### src/rtl/edge_packer.sv
// Edge packer: thresholds Sobel gradients into edge bits, packs them LSB-first into bytes, and buffers the bytes in a small FIFO.
// Optional macro EDGE_COUNT_EN enables a per-frame saturating edge counter on edge_count.
module edge_packer #(
  parameter int GRAD_WIDTH = 11,
  parameter int FIFO_DEPTH = 4
) (
  input  logic                          clk,
  input  logic                          rst,
  input  logic [GRAD_WIDTH-1:0]         gradient,
  input  logic                          gradient_valid,
  input  logic [GRAD_WIDTH-1:0]         threshold,
  input  logic                          flush,
  output logic [7:0]                    edge_byte,
  output logic                          edge_valid,
  input  logic                          edge_ready,
  output logic                          overflow,
  output logic [$clog2(FIFO_DEPTH):0]   fifo_level,
  output logic [15:0]                   edge_count
);

  localparam int AW = $clog2(FIFO_DEPTH);
  localparam int LW = AW + 1;

  logic [2:0]    bit_cnt;
  logic [7:0]    shreg;
  logic          edge_bit;
  logic [7:0]    pack_data;
  logic          push;
  logic          pop;
  logic          full;
  logic          do_write;
  logic [AW-1:0] wr_ptr;
  logic [AW-1:0] rd_ptr;
  logic [7:0]    mem [FIFO_DEPTH];

  // Edge decision and the byte as it would look including this cycle's sample
  always_comb begin
    edge_bit  = gradient >= threshold;
    pack_data = shreg;
    if (gradient_valid)
      pack_data = shreg | (8'(edge_bit) << bit_cnt);
  end

  // A byte leaves the packer when full or when a frame ends with bits pending
  assign push = (gradient_valid && bit_cnt == 3'd7)
             || (flush && (gradient_valid || bit_cnt != 3'd0));

  assign edge_valid = fifo_level != '0;
  assign edge_byte  = mem[rd_ptr];
  assign pop        = edge_valid && edge_ready;
  assign full       = fifo_level == LW'(FIFO_DEPTH);
  // At full, a same-cycle pop frees the slot the new byte needs
  assign do_write   = push && (!full || pop);

  // Bit packing register and position counter
  always_ff @(posedge clk or negedge rst) begin
    if (!rst) begin
      bit_cnt <= '0;
      shreg   <= '0;
    end else if (push) begin
      bit_cnt <= '0;
      shreg   <= '0;
    end else if (gradient_valid) begin
      bit_cnt <= bit_cnt + 3'd1;
      shreg   <= pack_data;
    end
  end

  // Byte FIFO storage, pointers, occupancy and sticky overflow
  always_ff @(posedge clk or negedge rst) begin
    if (!rst) begin
      for (int i = 0; i < FIFO_DEPTH; i++)
        mem[i] <= '0;
      wr_ptr     <= '0;
      rd_ptr     <= '0;
      fifo_level <= '0;
      overflow   <= 1'b0;
    end else begin
      if (do_write) begin
        mem[wr_ptr] <= pack_data;
        wr_ptr      <= wr_ptr + AW'(1);
      end
      if (pop)
        rd_ptr <= rd_ptr + AW'(1);
      fifo_level <= fifo_level + LW'(do_write) - LW'(pop);
      if (push && !do_write)
        overflow <= 1'b1;
    end
  end

`ifdef EDGE_COUNT_EN
  logic [15:0] acc;
  logic        cnt_inc;

  assign cnt_inc = gradient_valid && edge_bit;

  // Saturating per-frame edge accumulator, published on flush
  always_ff @(posedge clk or negedge rst) begin
    if (!rst) begin
      acc        <= '0;
      edge_count <= '0;
    end else if (flush) begin
      acc        <= '0;
      edge_count <= (cnt_inc && acc != 16'hFFFF) ? acc + 16'd1 : acc;
    end else if (cnt_inc && acc != 16'hFFFF) begin
      acc <= acc + 16'd1;
    end
  end
`else
  assign edge_count = '0;
`endif

endmodule

### config.mk
export PLATFORM = sky130hd
export DESIGN_NAME = edge_packer
export DESIGN_NICKNAME = d
export VERILOG_FILES = /design/src/rtl/edge_packer.sv
export SDC_FILE = /design/constraint.sdc
export NUM_CORES = 1
export LEC_CHECK = 0
export ABC_AREA = 1
export CAP_MARGIN = 10
export CORE_MARGIN = 2
export CORE_UTILIZATION = 50
export CTS_BUF_LIST = sky130_fd_sc_hd__clkbuf_16
export DETAILED_ROUTE_END_ITERATION = 7
export GPL_TIMING_DRIVEN = 0
export PLACE_DENSITY = 0.84
export SLEW_MARGIN = 25
export SYNTH_ARGS = -nofsm -noshare
export SYNTH_HDL_FRONTEND = slang
export SYNTH_SLANG_ARGS = --single-unit
### constraint.sdc
create_clock -name clk -period 3.1 [get_ports clk]
set_input_delay 0.465 -clock clk [delete_from_list [all_inputs] [get_ports clk]]
set_output_delay 0.465 -clock clk [all_outputs]
set_load 0.01 [all_outputs]
; ---- Yosys cells after proc, flatten, opt, wreduce, memory -nomap -nowiden
; Cells that the tools add are included.
[totals]
reg_bits = 51
input_bits = 27
output_inout_bits = 29
word_cells = 50
[op_classes]
addsub = 5
n_reduce_logical = 14
n_eq_ne = 2
n_mux = 11
bitwise_logic = 3
shifts = 1
order_cmp = 4
[op_table]
columns = operator, count
row1 = $mux W8, 6
row2 = $bwmux W32, 1
row3 = $bmux W8 S2, 1
row4 = $demux W8 S2, 1
row5 = $ge A11 B11 Y1, 1
row6 = $or A8 B8 Y8, 1
row7 = $shl A1 B3 Y8, 1
row8 = $eq A3 B3 Y1 const B, 2
row9 = $ge A3 B3 Y1 const B, 2
row10 = $logic_and A1 B1 Y1, 6
row11 = $mux W3, 2
row12 = $not A2 Y3, 2
row13 = $reduce_bool A3 Y1, 2
row14 = $add A2 B1 Y2 const B, 2
row15 = $add A3 B1 Y3, 1
row16 = $add A3 B1 Y3 const B, 1
row17 = $logic_or A1 B1 Y1, 3
row18 = $lt A3 B1 Y1 const B, 1
row19 = $sub A3 B1 Y3, 1
row20 = $logic_not A1 Y1, 2
row21 = $reduce_bool A2 Y1, 1

; ---- Logic depth before layout (Yosys ltp)
[logic_depth]
ltp_word = 7
depth_mapped = 13

; ---- Least setup slack after synthesis
; No wires, ideal clock.
[synth_path]
path_type = register -> register
startpoint = register bit_cnt[0]
endpoint = register fifo_level[2]
required_time_ps = 2977
stages_incl_launch_ff = 14
period_less_slack_ps = 2432
setup_slack_ps = 668
path_buffers = 0
setup_ps = 123
t_arrival_ps = 2309
path_cell_list = dfrtp_1 inv_1 ha_1 nand2_2 a21oi_2 inv_2 o21ai_4 nor2_8 inv_1 ha_1 inv_1 ha_1 fa_1 xnor2_1
[synth_via]
elab_chain_len = 7
elab_cells_between_ends = 9
cone_classes = add/sub (2) / eq/ne (1) / reduce/logical (6)
[synth_rtl]
columns = element, line
row1 = "start, declared", 24  ; logic [2:0] bit_cnt;
row2 = "start signal, assigned", 64  ; bit_cnt <= bit_cnt + 3'd1;
row3 = $reduce_bool A3 Y1, 46  ; || (flush && (gradient_valid || bit_cnt != 3'd0));
row4 = $logic_or A1 B1 Y1, 46
row5 = $logic_and A1 B1 Y1, 46
row6 = $logic_or A1 B1 Y1 *, 46
row7 = $logic_and A1 B1 Y1 *, 53  ; assign do_write = push && (!full || pop);
row8 = $add A3 B1 Y3 *, 85  ; fifo_level <= fifo_level + LW'(do_write) - LW'(pop);
row9 = $sub A3 B1 Y3 *, 85
row10 = "end signal, assigned", 85
row11 = "end, declared", 17  ; output logic [$clog2(FIFO_DEPTH):0] fifo_level,
; Every way passes the cells marked *; elsewhere a longest branch is shown, timed or not.
; A chain may end at the register's enable or synchronous reset.

; ---- Worst setup path in the final report
[layout_path]
startpoint = register rd_ptr[0]
endpoint = output port edge_byte[6]
[layout_via]
elab_chain_len = 4
[layout_rtl]
columns = element, line
row1 = "start, declared", 33  ; logic [AW-1:0] rd_ptr;
row2 = "start signal, assigned", 84  ; rd_ptr <= rd_ptr + AW'(1);
row3 = $not A2 Y3 (not written as such), 49  ; assign edge_byte = mem[rd_ptr];
row4 = $bmux W8 S2, 49
row5 = $mux W8 (not written as such) (2 in series), 49
row6 = "end, declared", 13  ; output logic [7:0] edge_byte,
; No other way between the ends. The select of a mux whose other input is x is not followed.

==> out/qor.yml <==
p_seq_frac: 0.363
setup_tns_ns: 0
worstReg2RegStart: "bit_cnt[0]$_DFFE_PN0P_"
wire_per_inst_um: 11.7
nets: 468
crit_buf_inv: 4
clk_path_buf_depth: 2
drtIter0Drc: 162
track_usage: 0.199
switching_share: 0.385
max_slew.worst_pin.slew_ns: 0.634
synth_cell_type_count: 29
arrival_ns: 2.41
finalSetupViolCount: 0
syn_to_final_growth_pct: 22.9
rsz0062_at_grt: "false"
status: "complete, no violations"
cpPeakStageDelay_ns: 0.56
min_period_ns: 2.87
syn_area_mm2: 0.00294
drive_above_1_share: 0.114
clock-root-buffer: "clkbuf_16"
rows: 27
syn-mean-instance-area_um2: 8.20
crit_chain: "clkbuf_1 > inv_1 > clkbuf_1 > o21ai_0 > o22ai_1 > clkdlybuf4s50_1"
crit_path_frequent_cell: "clkbuf_1"
static-leakage-power_uw: 0.00194
r2r_setup_slack_ns: 0.44
synthTopCellsByArea: "dfrtp_1 (43%), nand2_1 (16%), ha_1 (8.5%), inv_1 (4.8%), buf_4 (4.1%)"
required_ns: 2.63
synthCells: 359
power.density_mw_per_mm2: 791
routed-via-count: 2379
die-area_mm2: 0.00652
p_comb_frac: 0.453
viasPerCell: 4.84
nFillCells: 478
total_power_uw: 2860
min_path_type: "in2async"
yosysTopAreaCellShare: 0.433
drc: 0
rr_endpoint: "fifo_level[2]$_DFF_PN0_"
reg2reg_depth: 13
slew_headroom: 0.577
crit_path_start_kind: "flip-flop"
die_h_um: 80.7
cap_violations: 0
path_clk_slew_ns: 0.07
grt_pass1_wl_um: 10100
crit_family: "buffers and inverters"
diodes: 0
core-area_mm2: 0.00561
hold_viol_final: 0
dpl.hpwl_um: 4220
seq_area_mm2: 0.00128
cts_setup_buffers: 0
cts_tree: "built"
pwr-share-clk: 0.184
grt-ovfl-total: 0
maxSlewViolCount: 0
ctsHtreeMaxLevel: 2
ctsHoldBuffers: 0
initial_utilization: 0.525
crit_fanout: 10
slowest_stage: "clkdlybuf4s50_1"
worstSetupEndpointType: "output pin"
yosys_warnings: 0
switchingPower_uw: 1100
grt_pass1_vias: 2287
antenna_found_initial: 0
io_buffers: 39
ys_seq_elements: 51
wl_um: 5760
ir_worst_vdd_mv: 0.415
max_freq_ghz: 0.348
multi_input_area_mm2: 0.00140
routabilityCongestion: 0.834
synth_top_area_cell: "dfrtp_1"
drtPass1Iterations: 4
critical_path_class: "reg2out"
p_int_uw: 1760
grt_max_degree: 52
top_level_ports: 56
ctsResizeCount: 0
skew_ns: 0.00808
cts_buffers: 5
synth_seq_area_share: 0.433
worstSkewPairLatency_ns: 0.29
clock_sinks: 51
ant_nets: 0
die_w_um: 80.7
period_share: 0.926
[final cells by class]
| class | instances | share of cell area |
|---|---|---|
| inverters | 46 | 0.0533 |
| clock buffers | 5 | 0.0346 |
| flip-flops and latches | 51 | 0.353 |
| plain buffers | 20 | 0.0374 |
| multi-input cells | 257 | 0.386 |
| well taps | 72 | 0.0249 |
| clock inverters | 2 | 0.00380 |
| repair buffers | 39 | 0.107 |
[how the worst max path moves through the flow]
stage                           startpoint  cells past startpoint                 endpoint
floorplan           bit_cnt[0]$_DFFE_PN0P_                     13  fifo_level[2]$_DFF_PN0_
detailed placement                   flush                     11  fifo_level[2]$_DFF_PN0_
CTS                  rd_ptr[0]$_DFFE_PN0P_                      6             edge_byte[6]
global route         rd_ptr[0]$_DFFE_PN0P_                      6             edge_byte[5]
global placement                       rst                      1     shreg[7]$_DFFE_PN0P_
finish               rd_ptr[0]$_DFFE_PN0P_                      6             edge_byte[6]
[through the flow]
stage	setup slack, ns	utilization	area (um2)	hold slack [ns]	cells
after global routing	0.101	0.645	3620	0.256	492
after floorplan	0.668	-	3000	0.169	374
after CTS	0.222	0.645	3620	0.227	492
after detailed placement	0.297	0.620	3480	0.458	485
final	0.228	0.645	3620	0.187	492
after global placement	0.123	0.621	3480	0.452	485
[metal layers]
layer	vias to the layer above	share of wire	track usage
met4	0	0.018	0.0695
met3	10	0.062	0.0322
li1	1212	-	-
met1	1091	0.43	0.252
met5	-	0	0
met2	66	0.49	0.347
[cells in the final DEF (no fill, tap or decap), types with 2 or more instances in the layout]
master             n
ha_1              20
o21ai_0           21
nor2_1            25
inv_1             38
o22ai_1            8
inv_2              3
clkdlybuf4s50_1   38
nand2_2            7
dfrtp_1           51
clkbuf_16          5
nand4_1            9
clkinv_4           5
buf_4             17
nand2_1          124
clkbuf_1           3
xor2_1             2
nand2_8            4
a21oi_1           11
conb_1            16
[registers in the layout (all words and copies together) (netlist names)]
| signal | flops |
|---|---|
| overflow | 1 |
| wr_ptr | 2 |
| mem | 32 |
| shreg | 8 |
| rd_ptr | 2 |
| bit_cnt | 3 |
| fifo_level | 3 |
[power groups by stage]
stage                     combinational, uW  clock, uW  sequential, uW
after floorplan                         828          0            1030
after global placement                 1270          0            1040
final                                  1300        528            1040
after detailed placement               1300          0            1050
after CTS                              1310        536            1040
after global routing                   1460        564            1070
[synth_stat cells]
cell type,n
fa_1,1
a21o_1,1
ha_1,20
buf_1,1
nand3_1,1
xor2_1,2
a21oi_1,11
nor2_2,1
inv_2,3
dfrtp_1,51
nand2_2,7
buf_4,16
nand2_1,124
o21ai_4,1
clkinv_1,1
nand2_8,4
inv_1,38
nand4_1,9
nor2_8,1
o21ai_0,21
o22ai_1,8
nor2_1,25
clkbuf_1,3
conb_1,1
xnor2_1,1
clkinv_4,4
nor3_4,1
a21oi_2,1
nand3_2,1
[logic make-up after synthesis]
group	Yosys count	share of synthesized area
AND/OR/NAND/NOR	174	0.271
other	1	0.00127
adder cells (fa/ha/maj)	21	0.0918
AO/OA/AOI/OAI	43	0.0825
flip-flops	51	0.433
buffers and inverters	66	0.111
XOR/XNOR	3	0.00893
[worst reg2reg max path, cell delays in order, from the launching register on]
cell,delay [ns]
dfrtp_1,0.48
inv_1,0.15
ha_1,0.23
nand2_2,0.07
a21oi_2,0.05
inv_2,0.08
o21ai_4,0.09
nor2_8,0.28
inv_1,0.08
ha_1,0.27
inv_1,0.04
ha_1,0.19
fa_1,0.39
xnor2_1,0.15
Note: power is estimated with default switching activity, not from simulation.
